`src/rtl/pla_pkg.sv`:
```
// Shared code-word definitions and the decode table used by the PLA encoder and decoder.
`timescale 1ns/1ps
package pla_pkg;

  localparam int CODE_W  = 4;
  localparam int XYZ_W   = 3;
  localparam int ENTRY_W = XYZ_W + 2;

  // Code words {A,B,C,D}; the name gives the xyz value each one decodes to.
  localparam logic [CODE_W-1:0] CODE_XYZ_000 = 4'b0100;
  localparam logic [CODE_W-1:0] CODE_XYZ_001 = 4'b1101;
  localparam logic [CODE_W-1:0] CODE_XYZ_010 = 4'b0001;
  localparam logic [CODE_W-1:0] CODE_XYZ_011 = 4'b1010;
  localparam logic [CODE_W-1:0] CODE_XYZ_101 = 4'b1011;
  localparam logic [CODE_W-1:0] CODE_XYZ_110 = 4'b1100;
  localparam logic [CODE_W-1:0] CODE_XYZ_111 = 4'b0101;
  // xyz 010 and 100 both encode to this word; the decoder reports 010.
  localparam logic [CODE_W-1:0] CODE_AMB     = CODE_XYZ_010;

  typedef struct packed {
    logic [XYZ_W-1:0] xyz;
    logic             amb;
    logic             err;
  } result_t;

  function automatic result_t decode_code(input logic [CODE_W-1:0] code);
    result_t r;
    r = '{xyz: 3'b000, amb: 1'b0, err: 1'b0};
    unique case (code)
      CODE_XYZ_000: r.xyz = 3'b000;
      CODE_XYZ_001: r.xyz = 3'b001;
      CODE_AMB:     begin r.xyz = 3'b010; r.amb = 1'b1; end
      CODE_XYZ_011: r.xyz = 3'b011;
      CODE_XYZ_101: r.xyz = 3'b101;
      CODE_XYZ_110: r.xyz = 3'b110;
      CODE_XYZ_111: r.xyz = 3'b111;
      default:      r.err = 1'b1;
    endcase
    return r;
  endfunction

endpackage

```
`src/rtl/pla_fifo.sv`:
```
// Result buffer between the decoder and its consumer: DEPTH entries, power of two.
`timescale 1ns/1ps
module pla_fifo import pla_pkg::*; #(
  parameter int DEPTH = 2,
  parameter int WIDTH = ENTRY_W
) (
  input  logic             clk,
  input  logic             rst_n,
  input  logic             push,
  input  logic [WIDTH-1:0] wdata,
  input  logic             pop,
  output logic [WIDTH-1:0] rdata,
  output logic             full,
  output logic             empty
);

  localparam int PTR_W = $clog2(DEPTH);
  localparam int CNT_W = $clog2(DEPTH + 1);

  logic [WIDTH-1:0] mem [DEPTH];
  logic [PTR_W-1:0] wr_ptr, rd_ptr;
  logic [CNT_W-1:0] cnt_q, cnt_d;
  logic             push_en, pop_en;

  assign full    = (cnt_q == CNT_W'(DEPTH));
  assign empty   = (cnt_q == '0);
  assign push_en = push & ~full;
  assign pop_en  = pop & ~empty;
  assign rdata   = mem[rd_ptr];

  // NOTE: every output of a combinational block gets a default first, so no path leaves it unassigned and a latch is never inferred.
  always_comb begin
    cnt_d = cnt_q;
    unique case ({push_en, pop_en})
      2'b10:   cnt_d = cnt_q + 1'b1;
      2'b01:   cnt_d = cnt_q - 1'b1;
      default: ;
    endcase
  end

  // NOTE: state uses non-blocking assignments so every flop samples pre-edge values regardless of block order.
  always_ff @(posedge clk or negedge rst_n) begin
    if (!rst_n) begin
      wr_ptr <= '0;
      rd_ptr <= '0;
      cnt_q  <= '0;
    end else begin
      cnt_q <= cnt_d;
      if (push_en) wr_ptr <= wr_ptr + 1'b1;  // power-of-two depth: wraps naturally
      if (pop_en)  rd_ptr <= rd_ptr + 1'b1;
    end
  end

  // NOTE: the storage array is not reset; an entry is only visible once the count covers it, so reset only needs the pointers and count.
  always_ff @(posedge clk) begin
    if (push_en) mem[wr_ptr] <= wdata;
  end

endmodule

```
`src/rtl/pla_decode.sv`:
```
// PLA code-word decoder with a ready/valid result FIFO and optional error counter
// (enabled by defining PLA_DECODE_ERRCNT_EN; otherwise err_cnt is tied to 0).
`timescale 1ns/1ps
module pla_decode import pla_pkg::*; #(
  parameter int DEPTH = 2,
  parameter int CNT_W = 8
) (
  input  logic              clk,
  input  logic              rst_n,
  input  logic [CODE_W-1:0] code_i,
  input  logic              in_valid,
  output logic              in_ready,
  output logic [XYZ_W-1:0]  xyz_o,
  output logic              amb_o,
  output logic              err_o,
  output logic              out_valid,
  input  logic              out_ready,
  input  logic              err_clr,
  output logic [CNT_W-1:0]  err_cnt
);

  result_t dec, head;
  logic    ready_q, full, empty, push, pop;

  // Holds in_ready low through reset and releases it on the first edge after.
  always_ff @(posedge clk or negedge rst_n) begin
    if (!rst_n) ready_q <= 1'b0;
    else        ready_q <= 1'b1;
  end

  assign dec       = decode_code(code_i);
  assign in_ready  = ready_q & ~full;
  assign push      = in_valid & in_ready;
  assign out_valid = ~empty;
  assign pop       = out_valid & out_ready;

  pla_fifo #(.DEPTH(DEPTH), .WIDTH(ENTRY_W)) u_fifo (
    .clk   (clk),
    .rst_n (rst_n),
    .push  (push),
    .wdata (dec),
    .pop   (pop),
    .rdata (head),
    .full  (full),
    .empty (empty)
  );

  // Outputs read zero while empty so nothing stale shows after reset.
  assign xyz_o = out_valid ? head.xyz : '0;
  assign amb_o = out_valid & head.amb;
  assign err_o = out_valid & head.err;

`ifdef PLA_DECODE_ERRCNT_EN
  logic [CNT_W-1:0] err_cnt_q;

  always_ff @(posedge clk or negedge rst_n) begin
    if (!rst_n)                             err_cnt_q <= '0;
    else if (err_clr)                       err_cnt_q <= '0;
    else if (push && dec.err && !(&err_cnt_q)) err_cnt_q <= err_cnt_q + 1'b1;
  end

  assign err_cnt = err_cnt_q;
`else
  logic unused_err_clr;
  assign unused_err_clr = err_clr;
  assign err_cnt        = '0;
`endif

endmodule

```
`config.mk`:
```
export PLATFORM = sky130hd
export DESIGN_NAME = pla_decode
export DESIGN_NICKNAME = d
export VERILOG_FILES = /design/src/rtl/pla_pkg.sv /design/src/rtl/pla_fifo.sv /design/src/rtl/pla_decode.sv
export SDC_FILE = /design/constraint.sdc
export NUM_CORES = 1
export LEC_CHECK = 0
export ABC_AREA = 1
export CAP_MARGIN = 10
export CELL_PAD_IN_SITES_DETAIL_PLACEMENT = 1
export CELL_PAD_IN_SITES_GLOBAL_PLACEMENT = 2
export CORE_ASPECT_RATIO = 0.5
export CORE_UTILIZATION = 28
export CTS_CLUSTER_DIAMETER = 120
export CTS_CLUSTER_SIZE = 30
export DETAILED_ROUTE_END_ITERATION = 7
export HOLD_SLACK_MARGIN = 0.05
export PLACE_DENSITY_LB_ADDON = 0.1
export SYNTH_ARGS = -nofsm -noshare
export SYNTH_HDL_FRONTEND = slang
export SYNTH_SLANG_ARGS = --single-unit
export TNS_END_PERCENT = 20
```
`constraint.sdc`:
```
create_clock -name clk -period 3.27 [get_ports clk]
set_clock_uncertainty 0.05 [all_clocks]
set_input_delay 0.8175 -clock clk [delete_from_list [all_inputs] [get_ports clk]]
set_output_delay 0.8175 -clock clk [all_outputs]
set_load 0.1 [all_outputs]
```
# Word level (Yosys, flattened, before mapping)
# Memory sizes are Yosys's and may differ from the RTL's.
# Index checks and enable logic that the tools add are counted.
[classes]
addsub = 4
eq_ne = 10
muxes = 7
bitwise = 9
reduce_logical = 3
[ops]
columns = ["cell", "n"]
rows = [
  ["$pmux W3 S6", 1],
  ["$eq A4 B4 Y1 const B", 4],
  ["$eq A4 B3 Y1 const B", 2],
  ["$and A1 B1 Y1", 7],
  ["$reduce_or A7 Y1", 1],
  ["$eq A2 B2 Y1 const B", 2],
  ["$eq A4 B1 Y1 const B", 1],
  ["$mux W1", 4],
  ["$pmux W2 S2", 1],
  ["$mux W3", 1],
  ["$add A1 B1 Y1 const B", 2],
  ["$add A2 B1 Y2 const B", 1],
  ["$eq A2 B1 Y1 const B", 1],
  ["$logic_not A2 Y1", 1],
  ["$not A1 Y1", 2],
  ["$reduce_bool A2 Y1", 1],
  ["$sub A2 B1 Y2 const B", 1],
]
[word_totals]
ff_bits = 5
ram_bits = 10
inputBits = 9
word_cells = 38
memories = 1
[memory_table]
columns = ["name", "words", "width", "read_ports", "rd_ports_with_merged_regs", "wr", "line_no", "text"]
rows = [
  ["u_fifo.mem", 2, 5, 1, 0, 1, "pla_fifo.sv:20", "logic [WIDTH-1:0] mem [DEPTH];"],
]

# Longest topological paths before layout
# Gate-level depths: netlist of run 1.
[depth]
ltp_word = 7
ltp_mapped = 9

# Cells and area by module
# From an unflattened synthesis of run 1, not the netlist that was laid out.
[hier_totals]
hier_cells = 111
hier_area_um2 = 873.3
[by_module_without_submodules]
columns = ["mod", "n_inst", "cells_each", "area_per_inst_um2", "seq_area_each_um2"]
rows = [
  ["pla_fifo", 1, 58, 595.6, 400.4],
  ["pla_decode", 1, 53, 277.8, 25.0],
]

# Least setup slack after synthesis of run 1
# Ideal clock, no wire load.
[synth_timing]
kind = "reg2out"
from = "register u_fifo.cnt_q[0]"
to = "output in_ready"
arrival_time_ns = 2.652
setup_slack_ns = -0.249
stages_incl_launch_ff = 3
n_path_buf = 0
path_cell_list = "dfrtp_1 > inv_2 > a21boi_0"
[synth_via]
elab_chain_cells = 3
[synth_lines]
columns = ["element", "line_no", "text"]
rows = [
  ["start: declaration", "pla_fifo.sv:22", "logic [CNT_W-1:0] cnt_q, cnt_d;"],
  ["start signal: assignment", "pla_fifo.sv:48", "cnt_q <= cnt_d;"],
  ["$eq A2 B2 Y1", "pla_fifo.sv:25", "assign full = (cnt_q == CNT_W'(DEPTH));"],
  ["$not A1 Y1", "pla_decode.sv:32", "assign in_ready = ready_q & ~full;"],
  ["$and A1 B1 Y1", "pla_decode.sv:32", ""],
  ["end: declaration", "pla_decode.sv:12", "output logic in_ready,"],
]
# No other way between the ends.

# Worst setup path in the final report of run 1
[layout_timing]
from = "register u_fifo.rd_ptr"
to = "output xyz_o[0]"
[layout_via]
elab_chain_cells = 2
[layout_lines]
columns = ["element", "line_no", "text"]
rows = [
  ["start: declaration", "pla_fifo.sv:21", "logic [PTR_W-1:0] wr_ptr, rd_ptr;"],
  ["start signal: assignment", "pla_fifo.sv:50", "if (pop_en) rd_ptr <= rd_ptr + 1'b1;"],
  ["$mem_v2 Z2 W5", "-", ""],
  ["$mux W3", "pla_decode.sv:49", "assign xyz_o = out_valid ? head.xyz : '0;"],
  ["end: declaration", "pla_decode.sv:13", "output logic [XYZ_W-1:0] xyz_o,"],
]
# No other way between the ends.

==> results of run 1 <==
cells by family after synthesis:
family / count (synthesis) / synth area share (%)
buffers and inverters: 22 / 14.04
adder cells (fa/ha/maj): 1 / 1.560
flip-flops: 15 / 53.04
AND/OR/NAND/NOR: 42 / 24.02
XOR/XNOR: 1 / 1.092
AO/OA/AOI/OAI: 8 / 5.304
other: 2 / 0.9364
final cells by class:
type / instances / area share (%)
flip-flops and latches: 15 / 43.26
inverters: 14 / 5.344
multi-input cells: 61 / 29.52
clock buffers: 3 / 4.198
repair buffers: 14 / 12.47
well taps: 37 / 4.707
clock inverters: 1 / 0.5089
registers in the layout (all words and copies together), names as in the netlist:
| signal | count |
|---|---|
| u_fifo.rd_ptr | 1 |
| ready_q | 1 |
| u_fifo.mem | 10 |
| u_fifo.cnt_q | 2 |
| u_fifo.wr_ptr | 1 |
layout by cell type (no fill, tap or decap), drive strengths merged:
master	Yosys	routed
a21boi	1	1
a21oi	6	6
buf	8	7
clkbuf	0	3
clkdlybuf4s50	0	7
clkinv	0	1
conb	2	9
dfrtp	5	5
edfxtp	10	10
ha	1	1
inv	14	14
nand2	30	30
nand3	3	3
nand4	3	3
nor2	5	5
nor3	1	1
o21ai	1	1
xnor2	1	1
routing by layer:
| metal | part of all wire [%] | vias up | GRT usage [%] |
|---|---|---|---|
| met5 | 0 | - | 0 |
| met4 | 0 | 0 | 2.830 |
| met3 | 6.3 | 0 | 4.186 |
| met2 | 52 | 20 | 22.79 |
| met1 | 42 | 270 | 12.07 |
| li1 | - | 308 | - |
through the flow:
stage                     utilization, %  setup WS (ns)  cells  area, um2  hold slack (ns)
after floorplan                        -         0.3349     98      828.3           0.3919
final                              37.09         0.9839    145      983.4           0.4494
after global placement             35.35          1.053    141      937.1           0.4035
after CTS                          37.09         0.9480    145      983.4           0.4585
after global routing               37.09         0.8334    145      983.4           0.4780
after detailed placement           35.35          1.001    141      937.1           0.4426
worst min path at each step:
| stage | depth (start not counted) | endpoint | slack (ns) | start |
|---|---|---|---|---|
| CTS | 2 | u_fifo.wr_ptr | 0.46 | u_fifo.wr_ptr |
| floorplan | 2 | u_fifo.wr_ptr | 0.39 | u_fifo.wr_ptr |
| finish | 2 | u_fifo.wr_ptr | 0.45 | u_fifo.wr_ptr |
| global route | 2 | u_fifo.wr_ptr | 0.48 | u_fifo.wr_ptr |
| global placement | 2 | u_fifo.wr_ptr | 0.40 | u_fifo.wr_ptr |
| detailed placement | 2 | u_fifo.wr_ptr | 0.44 | u_fifo.wr_ptr |
worst max-delay path, cell delays in order, from the launching register on:
cell and delay, ns:
dfrtp_1 0.46, inv_1 0.19, nand2_1 0.07, a21oi_1 0.14
buf_4 0.31
==> out/results.ini, run 1 <==
[run_status]
outcome=finished, final reports clean

[final_layout]
multi_input_area_um2=290.3
nNetsFinal=119
n_fill_cell=323
register_area_um2=425.4
n_antenna_cell=0
syn_to_final_growth_pct=22.62
drive_gt1_share_pct=14.81

[cts]
cts_max_path_buffers=2
cts_setup_buffers=0
clkTransAtPathRegs_ns=0.06
cts_root_buffer=clkbuf_8
cts_tree=built
clk_latency_ns=0.25
cts_hold_buf=0
clkSinkCount=15
h-tree-depth=1
cts.repair.resized=0
cts-buffers-inserted=3

[sta]
hold_violations=0
fin_setup_tns_ns=0
setup_viol=0
fmax_ghz=0.4374
grt_setup_unrepaired=false
min_period_ns=2.286
post-route-period-util_pct=69.91
maxSlewViolCount=0

[placed_design]
hpwl_um=1285
numPortBuffers=14
gp_congestion=0.6592

[synthesis]
avgSynthCellArea_um2=8.813
yosysSeqAreaShare_pct=53.04
synthTopCellsByCount=nand2_1, inv_1, edfxtp_1, buf_4, a21oi_1
synth_most_common_cell=nand2_1
async_flop_share_pct=33.33
syn_area_um2=802.0
ys_seq_elements=15
synth_area_leaders=edfxtp_1, dfrtp_1, nand2_1, buf_4, inv_1
synth.largest_area_cell=edfxtp_1
syn-instance-count=91
netlist.area_leader.share_pct=37.44
synth_cell_types=19
yosys_warnings=0
ys.flop_type=edfxtp_1
synth-edff-count=10

[setup_path]
reg2reg_depth=7
worstSetupStartpoint=u_fifo.rd_ptr
cp.arrival_ns=1.42
cp_data_required_time_ns=2.40
r2r_slack_ns=1.76
critPathMaxFanout=7
reg2reg_from=u_fifo.cnt_q[1]
endpoint_kind=primary output
start_kind=flip-flop
critPathKind=reg2out
cp-endpoint=xyz_o[0]
r2r_end=u_fifo.cnt_q[1]

[grt]
overflow=0
grt_pass1_wl_um=2497
grt_util_all_layers_pct=11.47
grt_pass1_vias=580
antenna_found_initial=0
grt_max_degree=10

[routing]
num_vias=598
drt-wirelength-per-cell_um=10.57
antenna_left=0
drc=0
first_pass_iters=3
via_per_inst=4.124
drtIter0Drc=9
wl_um=1533

[floorplanning]
dieHeight_um=39.85
die_w_um=77.69
initial_utilization_pct=30.25
core-area_mm2=0.002651
fp-row-count=13
die_area_mm2=0.003096
io_pins=24

[min_path]
hold_class=reg2reg

[job]
cap_violations=0

Power of run 1 is not shown: default switching activity piles up to over one toggle a cycle in this logic, so the estimate is an artifact.
==> run 2, diff against run 1 <==
--- a/config.mk
+++ b/config.mk
@@ -10,7 +10,7 @@
 export CELL_PAD_IN_SITES_DETAIL_PLACEMENT = 1
 export CELL_PAD_IN_SITES_GLOBAL_PLACEMENT = 2
 export CORE_ASPECT_RATIO = 0.5
-export CORE_UTILIZATION = 28
+export CORE_UTILIZATION = 23
 export CTS_CLUSTER_DIAMETER = 120
 export CTS_CLUSTER_SIZE = 30
 export DETAILED_ROUTE_END_ITERATION = 7
==> constraint.sdc (replaced) <==
create_clock -name clk -period 1.9 [get_ports clk]
set_clock_uncertainty 0.05 [all_clocks]
set_input_delay 0.475 -clock clk [delete_from_list [all_inputs] [get_ports clk]]
set_output_delay 0.475 -clock clk [all_outputs]
set_load 0.1 [all_outputs]
==> run 2 against run 1 <==
Final area is 15% higher. First-iteration DRC count stayed put. Non-clock buffer count is 3 higher. Critical endpoint is now xyz_o[2]. Utilization is 1.3 points lower.
==> out/results.ini, run 2 (same netlist as run 1, synthesis figures left out) <==
[setup_path]
critPathMaxFanout=5
reg2reg_from=u_fifo.cnt_q[0]
critPathKind=reg2out
cp-endpoint=xyz_o[2]
endpoint_kind=primary output
cp.arrival_ns=1.29
cp_data_required_time_ns=1.37
r2r_slack_ns=0.44
reg2reg_depth=8
r2r_end=u_fifo.cnt_q[1]
start_kind=flip-flop
worstSetupStartpoint=u_fifo.cnt_q[0]

[run_status]
outcome=finished, final reports clean

[final_layout]
syn_to_final_growth_pct=40.72
n_fill_cell=375
final_area_mm2=0.001129
multi_input_area_um2=320.3
largest_register_ffs=10
largestRegisters=u_fifo.mem (10), u_fifo.cnt_q (2)
layout_common_cells=nand2_1, inv_1, edfxtp_1
nNetsFinal=122
regMostFlops=u_fifo.mem
register_area_um2=427.9
layout_commonest_cell=nand2_1
n_antenna_cell=0
drive_gt1_share_pct=24.32

[floorplanning]
die_w_um=85.51
initial_utilization_pct=25.44
dieHeight_um=43.76
fp-row-count=14
io_pins=24
die_area_mm2=0.003741
core-area_mm2=0.003153

[routing]
drt-wirelength-per-cell_um=11.58
drc=0
wl_um=1749
num_vias=643
via_per_inst=4.258
first_pass_iters=4
antenna_left=0
drtIter0Drc=9

[grt]
antenna_found_initial=0
grt_pass1_wl_um=2794
grt_max_degree=9
grt_util_all_layers_pct=10.19
grt_pass1_vias=619
overflow=0

[placed_design]
hpwl_um=1442
numPortBuffers=14
gp_congestion=0.7358
place_area_mm2=0.001066

[job]
cap_violations=0

[sta]
setup_viol=0
maxSlewViolCount=0
fmax_ghz=0.5521
hold_violations=0
min_period_ns=1.811
post-route-period-util_pct=95.33
grt_setup_unrepaired=false

[cts]
clkSinkCount=15
cts_root_buffer=clkbuf_8
clk_latency_ns=0.24
cts_tree=built
h-tree-depth=1
cts_hold_buf=0
cts-buffers-inserted=3
clkTransAtPathRegs_ns=0.06
cts_max_path_buffers=2

[min_path]
hold_class=in2async

[run 2: cell count changes in the layout (fill, tap and decap cells not counted), moves of 2 or more]
cell	previous run	this run
a21oi_1	6	1
a21oi_2	0	4
buf_12	0	7
buf_4	7	3
dfrtp_1	5	3
dfrtp_2	0	2
[run 2: timing repair]
item	CTS	global route
pin swaps	1	1
resized for setup	1	2
buffers inserted	0	2
endpoints found under the setup margin	6	3
[run 2: metal layers]
layer	routed length, um	track usage, %	part of all wire, %	vias to the layer above
met5	0	0	0	-
met4	34	6.000	1.9	0
met3	89	2.857	5.1	4
met2	857	18.08	49	20
met1	768	11.32	44	309
li1	-	-	-	310
[run 2: per-stage QoR]
stage	setup TNS [ns]	util (%)	setup WS, ns	hold WS (ns)	std cells
after floorplan	-0.5965	-	-0.1452	0.1294	98
after global placement	0	33.81	0.09549	0.4045	145
after detailed placement	0	33.81	0.03707	0.4241	145
after CTS	0	35.24	0.01011	0.4140	149
after global routing	0	35.79	0.02288	0.4200	151
final	0	35.79	0.08879	0.4150	151
[run 2: how the worst min path moves through the flow]
stage	startpoint	to	slack [ns]	cells past startpoint
after floorplan	rst_n	ready_q	0.13	0
after global placement	u_fifo.wr_ptr	u_fifo.wr_ptr	0.40	2
after detailed placement	u_fifo.wr_ptr	u_fifo.wr_ptr	0.42	2
after CTS	rst_n	u_fifo.cnt_q[0]	0.41	1
after global routing	rst_n	u_fifo.cnt_q[0]	0.42	1
final	rst_n	u_fifo.cnt_q[0]	0.41	1
[run 2: worst max-delay path, stage by stage, from the launching register on]
cell     delay (ns)
dfrtp_1        0.46
nor2_4         0.08
buf_4          0.16
a21oi_2        0.15
buf_12         0.19
[run 2: final cells by class]
cell class / count / area share, %
Multi-Input combinational cell: 61 / 28.38
Inverter: 14 / 4.656
Clock buffer: 4 / 3.991
Timing Repair Buffer: 17 / 20.62
Sequential cell: 15 / 37.92
Tap cell: 40 / 4.435
Power of run 2 is left out for the same reason.
